==> src/rtl/line_sensor_pkg.sv <==
// Shared constants and types for the three-channel line sensor front end.
// Channel bit positions match the motor controller's {left, middle, right} vector.
package line_sensor_pkg;

  localparam int SENS_LEFT    = 2;
  localparam int SENS_MIDDLE  = 1;
  localparam int SENS_RIGHT   = 0;
  localparam int SENSOR_COUNT = 3;

  typedef logic [SENSOR_COUNT-1:0] sensorVec_t;

  localparam int PRESCALE_DEF   = 1000;
  localparam int INT_WIDTH_DEF  = 4;
  localparam int ON_THRESH_DEF  = 12;
  localparam int OFF_THRESH_DEF = 3;

endpackage

==> src/rtl/sensor_integrator.sv <==
// One sensor channel: 2-flop synchroniser, saturating tick integrator, hysteresis output.
// LINE_SENSOR_INVERT_EN inverts the raw bit ahead of the synchroniser (boards reading 1 on black).
module sensor_integrator
  import line_sensor_pkg::*;
#(
  parameter int INT_WIDTH  = INT_WIDTH_DEF,
  parameter int ON_THRESH  = ON_THRESH_DEF,
  parameter int OFF_THRESH = OFF_THRESH_DEF
) (
  input  logic clk,
  input  logic rst,
  input  logic raw,
  input  logic tick,
  output logic filtered,
  output logic filteredNext
);

  localparam logic [INT_WIDTH-1:0] INT_MAX_V = {INT_WIDTH{1'b1}};
  localparam logic [INT_WIDTH-1:0] ZERO_V    = {INT_WIDTH{1'b0}};
  localparam logic [INT_WIDTH-1:0] ONE_V     = {{(INT_WIDTH-1){1'b0}}, 1'b1};
  localparam logic [INT_WIDTH-1:0] ON_V      = INT_WIDTH'(ON_THRESH);
  localparam logic [INT_WIDTH-1:0] OFF_V     = INT_WIDTH'(OFF_THRESH);

  logic                 rawIn_s;
  logic                 sync1_r;
  logic                 sync2_r;
  logic [INT_WIDTH-1:0] integ_r;
  logic [INT_WIDTH-1:0] integNext_s;
  logic                 filtered_r;
  logic                 filtNext_s;

`ifdef LINE_SENSOR_INVERT_EN
  assign rawIn_s = ~raw;
`else
  assign rawIn_s = raw;
`endif

  // Saturating step toward the synced level; never wraps.
  always_comb begin
    integNext_s = integ_r;
    if (sync2_r) begin
      if (integ_r != INT_MAX_V) begin
        integNext_s = integ_r + ONE_V;
      end else begin
        integNext_s = integ_r;
      end
    end else begin
      if (integ_r != ZERO_V) begin
        integNext_s = integ_r - ONE_V;
      end else begin
        integNext_s = integ_r;
      end
    end
  end

  always_comb begin
    filtNext_s = filtered_r;
    if (integNext_s >= ON_V) begin
      filtNext_s = 1'b1;
    end else if (integNext_s <= OFF_V) begin
      filtNext_s = 1'b0;
    end else begin
      filtNext_s = filtered_r;
    end
  end

  always_ff @(posedge clk or posedge rst) begin
    if (rst) begin
      sync1_r <= 1'b1;
      sync2_r <= 1'b1;
    end else begin
      sync1_r <= rawIn_s;
      sync2_r <= sync1_r;
    end
  end

  // Integrator and output only move on a sample tick; reset parks them on the safe rail.
  always_ff @(posedge clk or posedge rst) begin
    if (rst) begin
      integ_r    <= INT_MAX_V;
      filtered_r <= 1'b1;
    end else if (tick) begin
      integ_r    <= integNext_s;
      filtered_r <= filtNext_s;
    end else begin
      integ_r    <= integ_r;
      filtered_r <= filtered_r;
    end
  end

  assign filtered     = filtered_r;
  assign filteredNext = filtNext_s;

endmodule

==> src/rtl/line_sensor_filter.sv <==
// Line sensor front end: shared sample prescaler, three filtered channels, change pulse.
// Build option LINE_SENSOR_INVERT_EN inverts every raw input (see sensor_integrator).
module line_sensor_filter
  import line_sensor_pkg::*;
#(
  parameter int PRESCALE   = PRESCALE_DEF,
  parameter int INT_WIDTH  = INT_WIDTH_DEF,
  parameter int ON_THRESH  = ON_THRESH_DEF,
  parameter int OFF_THRESH = OFF_THRESH_DEF
) (
  input  logic clk,
  input  logic rst,
  input  logic sensorLeftRaw,
  input  logic sensorMiddleRaw,
  input  logic sensorRightRaw,
  output logic sensorLeftFiltered,
  output logic sensorMiddleFiltered,
  output logic sensorRightFiltered,
  output logic sample_tick,
  output logic changed
);

  localparam int CNT_W = (PRESCALE < 2) ? 1 : $clog2(PRESCALE);
  localparam logic [CNT_W-1:0] TERM_V  = CNT_W'(PRESCALE - 1);
  localparam logic [CNT_W-1:0] ZERO_C  = {CNT_W{1'b0}};
  localparam logic [CNT_W-1:0] ONE_C   = {{(CNT_W-1){1'b0}}, 1'b1};

  if ((OFF_THRESH < 0) || (OFF_THRESH >= ON_THRESH) ||
      (ON_THRESH > ((2 ** INT_WIDTH) - 1)) || (PRESCALE < 2)) begin : gBadParams
    $fatal(1, "line_sensor_filter: illegal PRESCALE/threshold parameters");
  end

  logic [CNT_W-1:0] count_r;
  logic             termTick_s;
  logic             sampleTick_r;
  logic             changed_r;
  sensorVec_t       rawVec_s;
  sensorVec_t       filtVec_s;
  sensorVec_t       filtNext_s;

  assign rawVec_s[SENS_LEFT]   = sensorLeftRaw;
  assign rawVec_s[SENS_MIDDLE] = sensorMiddleRaw;
  assign rawVec_s[SENS_RIGHT]  = sensorRightRaw;

  assign termTick_s = (count_r == TERM_V);

  always_ff @(posedge clk or posedge rst) begin
    if (rst) begin
      count_r <= ZERO_C;
    end else if (termTick_s) begin
      count_r <= ZERO_C;
    end else begin
      count_r <= count_r + ONE_C;
    end
  end

  // Pulses are registered on the terminal-count edge, alongside the filtered vector update.
  always_ff @(posedge clk or posedge rst) begin
    if (rst) begin
      sampleTick_r <= 1'b0;
      changed_r    <= 1'b0;
    end else begin
      sampleTick_r <= termTick_s;
      changed_r    <= termTick_s && (filtNext_s != filtVec_s);
    end
  end

  for (genvar i = 0; i < SENSOR_COUNT; i++) begin : gChan
    sensor_integrator #(
      .INT_WIDTH (INT_WIDTH),
      .ON_THRESH (ON_THRESH),
      .OFF_THRESH(OFF_THRESH)
    ) uChan (
      .clk         (clk),
      .rst         (rst),
      .raw         (rawVec_s[i]),
      .tick        (termTick_s),
      .filtered    (filtVec_s[i]),
      .filteredNext(filtNext_s[i])
    );
  end

  assign sensorLeftFiltered   = filtVec_s[SENS_LEFT];
  assign sensorMiddleFiltered = filtVec_s[SENS_MIDDLE];
  assign sensorRightFiltered  = filtVec_s[SENS_RIGHT];
  assign sample_tick          = sampleTick_r;
  assign changed              = changed_r;

endmodule

==> config.mk <==
export PLATFORM = sky130hd
export DESIGN_NAME = line_sensor_filter
export DESIGN_NICKNAME = d
export VERILOG_FILES = /design/src/rtl/line_sensor_pkg.sv /design/src/rtl/sensor_integrator.sv /design/src/rtl/line_sensor_filter.sv
export SDC_FILE = /design/constraint.sdc
export NUM_CORES = 1
export LEC_CHECK = 0
export BUFFER_PORTS_ARGS = -buffer_cell sky130_fd_sc_hd__buf_2
export CAP_MARGIN = 20
export CORE_ASPECT_RATIO = 1.4
export CORE_MARGIN = 4
export CORE_UTILIZATION = 54
export DETAILED_ROUTE_END_ITERATION = 16
export GPL_ROUTABILITY_DRIVEN = 0
export HOLD_SLACK_MARGIN = 0.03
export PLACE_DENSITY = 0.75
export SLEW_MARGIN = 15
export SYNTH_ARGS = -nofsm -noshare
export SYNTH_HDL_FRONTEND = slang
export SYNTH_SLANG_ARGS = --single-unit
==> constraint.sdc <==
create_clock -name clk -period 2.1 [get_ports clk]
set_clock_uncertainty 0.1 [all_clocks]
set_input_delay 0 -clock clk [delete_from_list [all_inputs] [get_ports clk]]
set_output_delay 0 -clock clk [all_outputs]
set_load 0.02 [all_outputs]
# Yosys cells after proc, flatten, opt, wreduce, memory -nomap -nowiden
# Cells that the tools add are included.
word_totals:
  inputBits: 5
  wordCells: 53
  reg_bits: 33
op_classes:
  eq_ne: 5
  mux: 16
  reduce_logical: 4
  addsub: 7
  n_lt_le_gt_ge: 6
op_table:
  columns: ["operator", "n"]
  rows:
  - ["$mux W4", 9]
  - ["$add A4 B1 Y4 const B", 3]
  - ["$ge A4 B4 Y1 const B", 3]
  - ["$le A4 B2 Y1 const B", 3]
  - ["$ne A4 B4 Y1 const B", 3]
  - ["$reduce_bool A4 Y1", 3]
  - ["$sub A4 B1 Y4 const B", 3]
  - ["$add A10 B1 Y10 const B", 1]
  - ["$eq A10 B10 Y1 const B", 1]
  - ["$mux W10", 1]
  - ["$mux W1", 6]
  - ["$ne A3 B3 Y1", 1]
  - ["$logic_and A1 B1 Y1", 1]

# Depth between registers and ports, before layout
depth:
  word_depth: 8
  depth_mapped: 9

# Hierarchy
# A second synthesis with hierarchy kept.
unflattened:
  hier_cells: 191
  area_unflattened_um2: 1964.4
by_module_without_submodules:
  columns: ["module", "n_inst", "cells_per_inst", "area_per_inst_um2"]
  rows:
  - ["sensor_integrator", 3, 46, 459.2]
  - ["line_sensor_filter", 1, 53, 586.8]

# Least setup slack after synthesis
# OpenSTA, ideal clock, no wires.
synth_path:
  path_type: "reg2reg"
  startpoint: "register gChan[1].uChan.integ_r[0]"
  endpoint: "register changed_r, in the netlist changed"
  path_buffers: 0
  arrival_ns: 1.882
  setup_slack_ns: -0.021
  path_stages_with_launch: 8
  path_cell_list: "dfstp_2 -> inv_1 -> ha_1 -> nor2b_1 -> a221oi_1 -> and2b_1 -> a21oi_1 -> a41oi_2"
synth_via:
  elab_chain_len: 8
  word_cells_on_any_way: 13
synth_lines:
  columns: ["element", "line", "rtl"]
  rows:
  - ["start: declaration", "sensor_integrator.sv:27", "logic [INT_WIDTH-1:0] integ_r;"]
  - ["start signal: assignment", "sensor_integrator.sv:83", "integ_r <= integNext_s;"]
  - ["start signal: assignment", "sensor_integrator.sv:86", "integ_r <= integ_r;"]
  - ["$sub A4 B1 Y4 (tied with other cells)", "sensor_integrator.sv:49", "integNext_s = integ_r - ONE_V;"]
  - ["$mux W4 (on tied branches)", "sensor_integrator.sv:48, sensor_integrator.sv:42", null]
  - ["$mux W4 (*)", "sensor_integrator.sv:41", "if (sync2_r) begin"]
  - ["$le A4 B2 Y1", "sensor_integrator.sv:60", "end else if (integNext_s <= OFF_V) begin"]
  - ["$mux W1", "sensor_integrator.sv:60", null]
  - ["$mux W1 (*)", "sensor_integrator.sv:58", "if (integNext_s >= ON_V) begin"]
  - ["$ne A3 B3 Y1 (*)", "line_sensor_filter.sv:64", "changed_r <= termTick_s && (filtNext_s != filtVec_s);"]
  - ["$logic_and A1 B1 Y1 (*)", "line_sensor_filter.sv:64", null]
  - ["end signal: assignment", "line_sensor_filter.sv:64", null]
  - ["end: declaration", "line_sensor_filter.sv:36", "logic changed_r;"]
# Mark *: on every way between the ends. The rest lies on a longest branch, timed or not.
# A chain may end at the register's enable or synchronous reset.

# Worst setup path after layout
layout_path:
  startpoint: "register gChan[2].uChan.integ_r[0]"
  endpoint: "register changed_r, in the netlist changed"
layout_via:
  elab_chain_len: 8
  word_cells_on_any_way: 13
layout_lines:
  columns: ["element", "line"]
  rows:
  - ["start: declaration", "sensor_integrator.sv:27"]
  - ["start signal: assignment", "sensor_integrator.sv:83"]
  - ["start signal: assignment", "sensor_integrator.sv:86"]
  - ["$sub A4 B1 Y4 (tied with other cells)", "sensor_integrator.sv:49"]
  - ["$mux W4 (on tied branches)", "sensor_integrator.sv:48, sensor_integrator.sv:42"]
  - ["$mux W4 (*)", "sensor_integrator.sv:41"]
  - ["$le A4 B2 Y1", "sensor_integrator.sv:60"]
  - ["$mux W1", "sensor_integrator.sv:60"]
  - ["$mux W1 (*)", "sensor_integrator.sv:58"]
  - ["$ne A3 B3 Y1 (*)", "line_sensor_filter.sv:64"]
  - ["$logic_and A1 B1 Y1 (*)", "line_sensor_filter.sv:64"]
# Marked as above.

==> out/metrics.yaml <==
status:
  run_status: "finished, final reports clean"
die:
  core_um2: 3150
  io-pin-count: 10
  die_area_um2: 4330
  die_h_um: 76.3
  start_util: 0.570
  rows: 24
  die_x_um: 56.8
flow_run:
  max_cap_violations: 0
worst_setup_path:
  cp.required_ns: 2.16
  rr_endpoint: "changed"
  setup.worst_path.end: "changed"
  worstReg2RegStart: "gChan[2].uChan.integ_r[0]"
  startpoint_type: "flip-flop"
  cp-startpoint: "gChan[2].uChan.integ_r[0]"
  r2r_slack_ns: 0.10
  setup.worst_path.end_class: "flip-flop"
  worstSetupPathType: "reg -> reg"
  crit_slowest_cell: "dfstp_2"
  cp_cell_sequence: "inv_1, ha_2, mux4_2, nor2b_4, a22oi_2, a41oi_2"
  worstRegToRegCells: 6
  slowest_delay_ns: 0.57
  crit_arrival_ns: 2.06
  crit_path_max_fanout: 5
cells_and_area:
  antenna_cells: 0
  multi_input_area_um2: 901
  nFillCells: 255
  fin_area_um2: 2110
  drive_gt1_frac: 0.324
  nNetsFinal: 224
  ff_latch_area_um2: 852
  stdcell_count: 252
  syn_to_final_growth_pct: 17.2
global_routing:
  grt_pass1_vias: 1399
  grt_overflow: 0
  grt_pass1_wl_mm: 6.13
  grt_max_degree: 27
  grt_usage: 0.180
  antenna_found_initial: 0
pwr:
  irDropWorstVdd_mv: 0.499
  seqPwrFrac: 0.572
  clkPwrFrac: 0.390
  swShare: 0.217
  power_density_nw_per_um2: 544
  p_leak_nw: 0.868
  p_switching_mw: 0.249
  internal-power_mw: 0.897
  power_mw: 1.15
  combPwrFrac: 0.038
logic_synthesis:
  async_reset_ff_frac: 1.00
  synth.cell_area_um2: 1800
  syn-num-nets: 198
  ys.warnings.count: 0
  synth-edff-count: 0
  synth.distinct_cells: 46
  ys_seq_elements: 33
  synthFlopType: "dfstp_2"
  avgSynthCellArea_um2: 9.66
  syn_inst: 186
  synth_seq_area_share: 0.474
clock_network:
  clkLatencyLatePin_ns: 0.28
  htree_levels: 2
  cts_sinks: 33
  cts_root_buffer: "clkbuf_8"
  cts.path.max_buffers: 2
  clk_pin_slew_worst_paths_ns: 0.06
  numCtsBuffers: 5
  cts_tree: "done"
timing:
  final_max_slew_viol_count: 0
  worst_slack_ns: 0.100
  fin_crit_sh: 0.952
  period_minus_slack_ns: 2.00
  max_slew_margin: 0.762
  finalSetupViolations: 0
  fmax_ghz: 0.500
  hold_viol: 0
  hold_ws_ns: 0.0945
  worst_slew_pin_slew_ns: 0.357
placed_design:
  portBuffers: 9
  dpl_cell_area_um2: 1900
  dpl_worst_slack_ns: 0.000587
  dpl.hpwl_mm: 2.35
  dp_cells: 234
route:
  wl_mm: 3.52
  dr.first_iter.drc_count: 63
  vias_per_cell: 5.83
  routedWlPerCell_um: 14.0
  detail-route-antenna-nets: 0
  firstDrtPassIters: 4
  drc: 0
  num_vias: 1469
worst_hold_path:
  hold_path_class: "in -> async"
critical path: cells and delay by family, from the launching register on:
kind | cells | cell delay [ns]
muxes | 1 | 0.52
and+or+nand+nor | 1 | 0.15
buffers and inverters | 1 | 0.06
DFF | 1 | 0.57
AOI/OAI and AO/OA | 2 | 0.29
adders and majority gates | 1 | 0.18
final cells by class:
type,count,share of cell area
Tap cell,39,0.0232
Multi-Input combinational cell,135,0.428
Clock buffer,6,0.0345
Inverter,13,0.0255
Timing Repair Buffer,24,0.0796
Sequential cell,33,0.405
Clock inverter,2,0.00475
repair_timing:
action / 4_1_cts / 5_1_grt
setup buffers: 0 / 6
pin swaps: 1 / 6
resized for setup: 0 / 14
hold endpoints to repair: 21 / 0
hold buffers: 4 / 0
setup endpoints to repair: 1 / 9
power by group through the flow:
stage	clock (mW)	sequential [mW]	combinational, mW
after global placement	0	0.663	0.0345
after detailed placement	0	0.664	0.0365
after CTS	0.470	0.654	0.0427
final	0.447	0.655	0.0440
after global routing	0.501	0.655	0.0502
after floorplan	0	0.660	0.0265
sequential cells by signal, summed over array words and instances (netlist names):
register,cells
count_r,10
gChan.uChan.integ_r,12
gChan.uChan.sync1_r,3
sample_tick,1
gChan.uChan.filtered,3
gChan.uChan.sync2_r,3
changed,1
per-layer routing:
metal  global-route usage  part of all wire  routed length [um]
met4                0.104             0.029                 102
met1                0.211              0.42                1460
met2                0.288              0.51                1800
met5                    0                 0                   0
met3               0.0525             0.044                 156
stage by stage:
step            util   TNS [ns]
4_1_cts        0.641          0
6_report       0.668          0
3_3_place_gp   0.602          0
5_1_grt        0.668  -0.000142
2_1_floorplan      -          0
3_5_place_dp   0.602          0
cell usage in the layout (no fill, tap or decap), types with 9 or more instances in the layout:
cell,instances
inv_1,11
buf_2,9
o21ai_0,19
a21oi_1,18
dfrtp_1,12
dfstp_2,21
buf_4,11
nor2_1,17
nand2_1,15
nand3_1,9
how the worst min path moves through the flow:
| stage | start | end | slack [ns] |
|---|---|---|---|
| 3_3_place_gp | rst | sample_tick | -0.16 |
| 3_5_place_dp | rst | sample_tick | -0.15 |
| 6_report | rst | sample_tick | 0.09 |
| 4_1_cts | rst | sample_tick | 0.09 |
| 2_1_floorplan | sensorRightRaw | gChan[0].uChan.sync1_r | -0.1 |
| 5_1_grt | rst | sample_tick | 0.13 |
cells by family after synthesis:
| family | count (synthesis) | share of synthesized area |
|---|---|---|
| adder cells (fa/ha/maj) | 7 | 0.0487 |
| multiplexers | 1 | 0.0125 |
| AND/OR/NAND/NOR | 61 | 0.175 |
| buffers and inverters | 18 | 0.0466 |
| AO/OA/AOI/OAI | 58 | 0.203 |
| XOR/XNOR | 8 | 0.0390 |
| flip-flops | 33 | 0.474 |
cells in the mapped netlist, drive strengths merged, types with 2 or more instances:
library cell  count  area share
nand4             5       0.017
a21oi            19       0.053
o31ai             3       0.015
inv              13       0.027
nor2b             3       0.012
nor3b             2       0.011
or4               2       0.010
dfrtp            12        0.17
nand3             9       0.025
o21ai            23       0.072
dfstp            21        0.31
a31oi             3       0.010
buf               4       0.017
nand3b            2      0.0084
nor2             18       0.038
nand2            15       0.031
xnor2             5       0.024
xor2              3       0.015
ha                7       0.049
No activity file was read; power rests on OpenSTA's default activity.
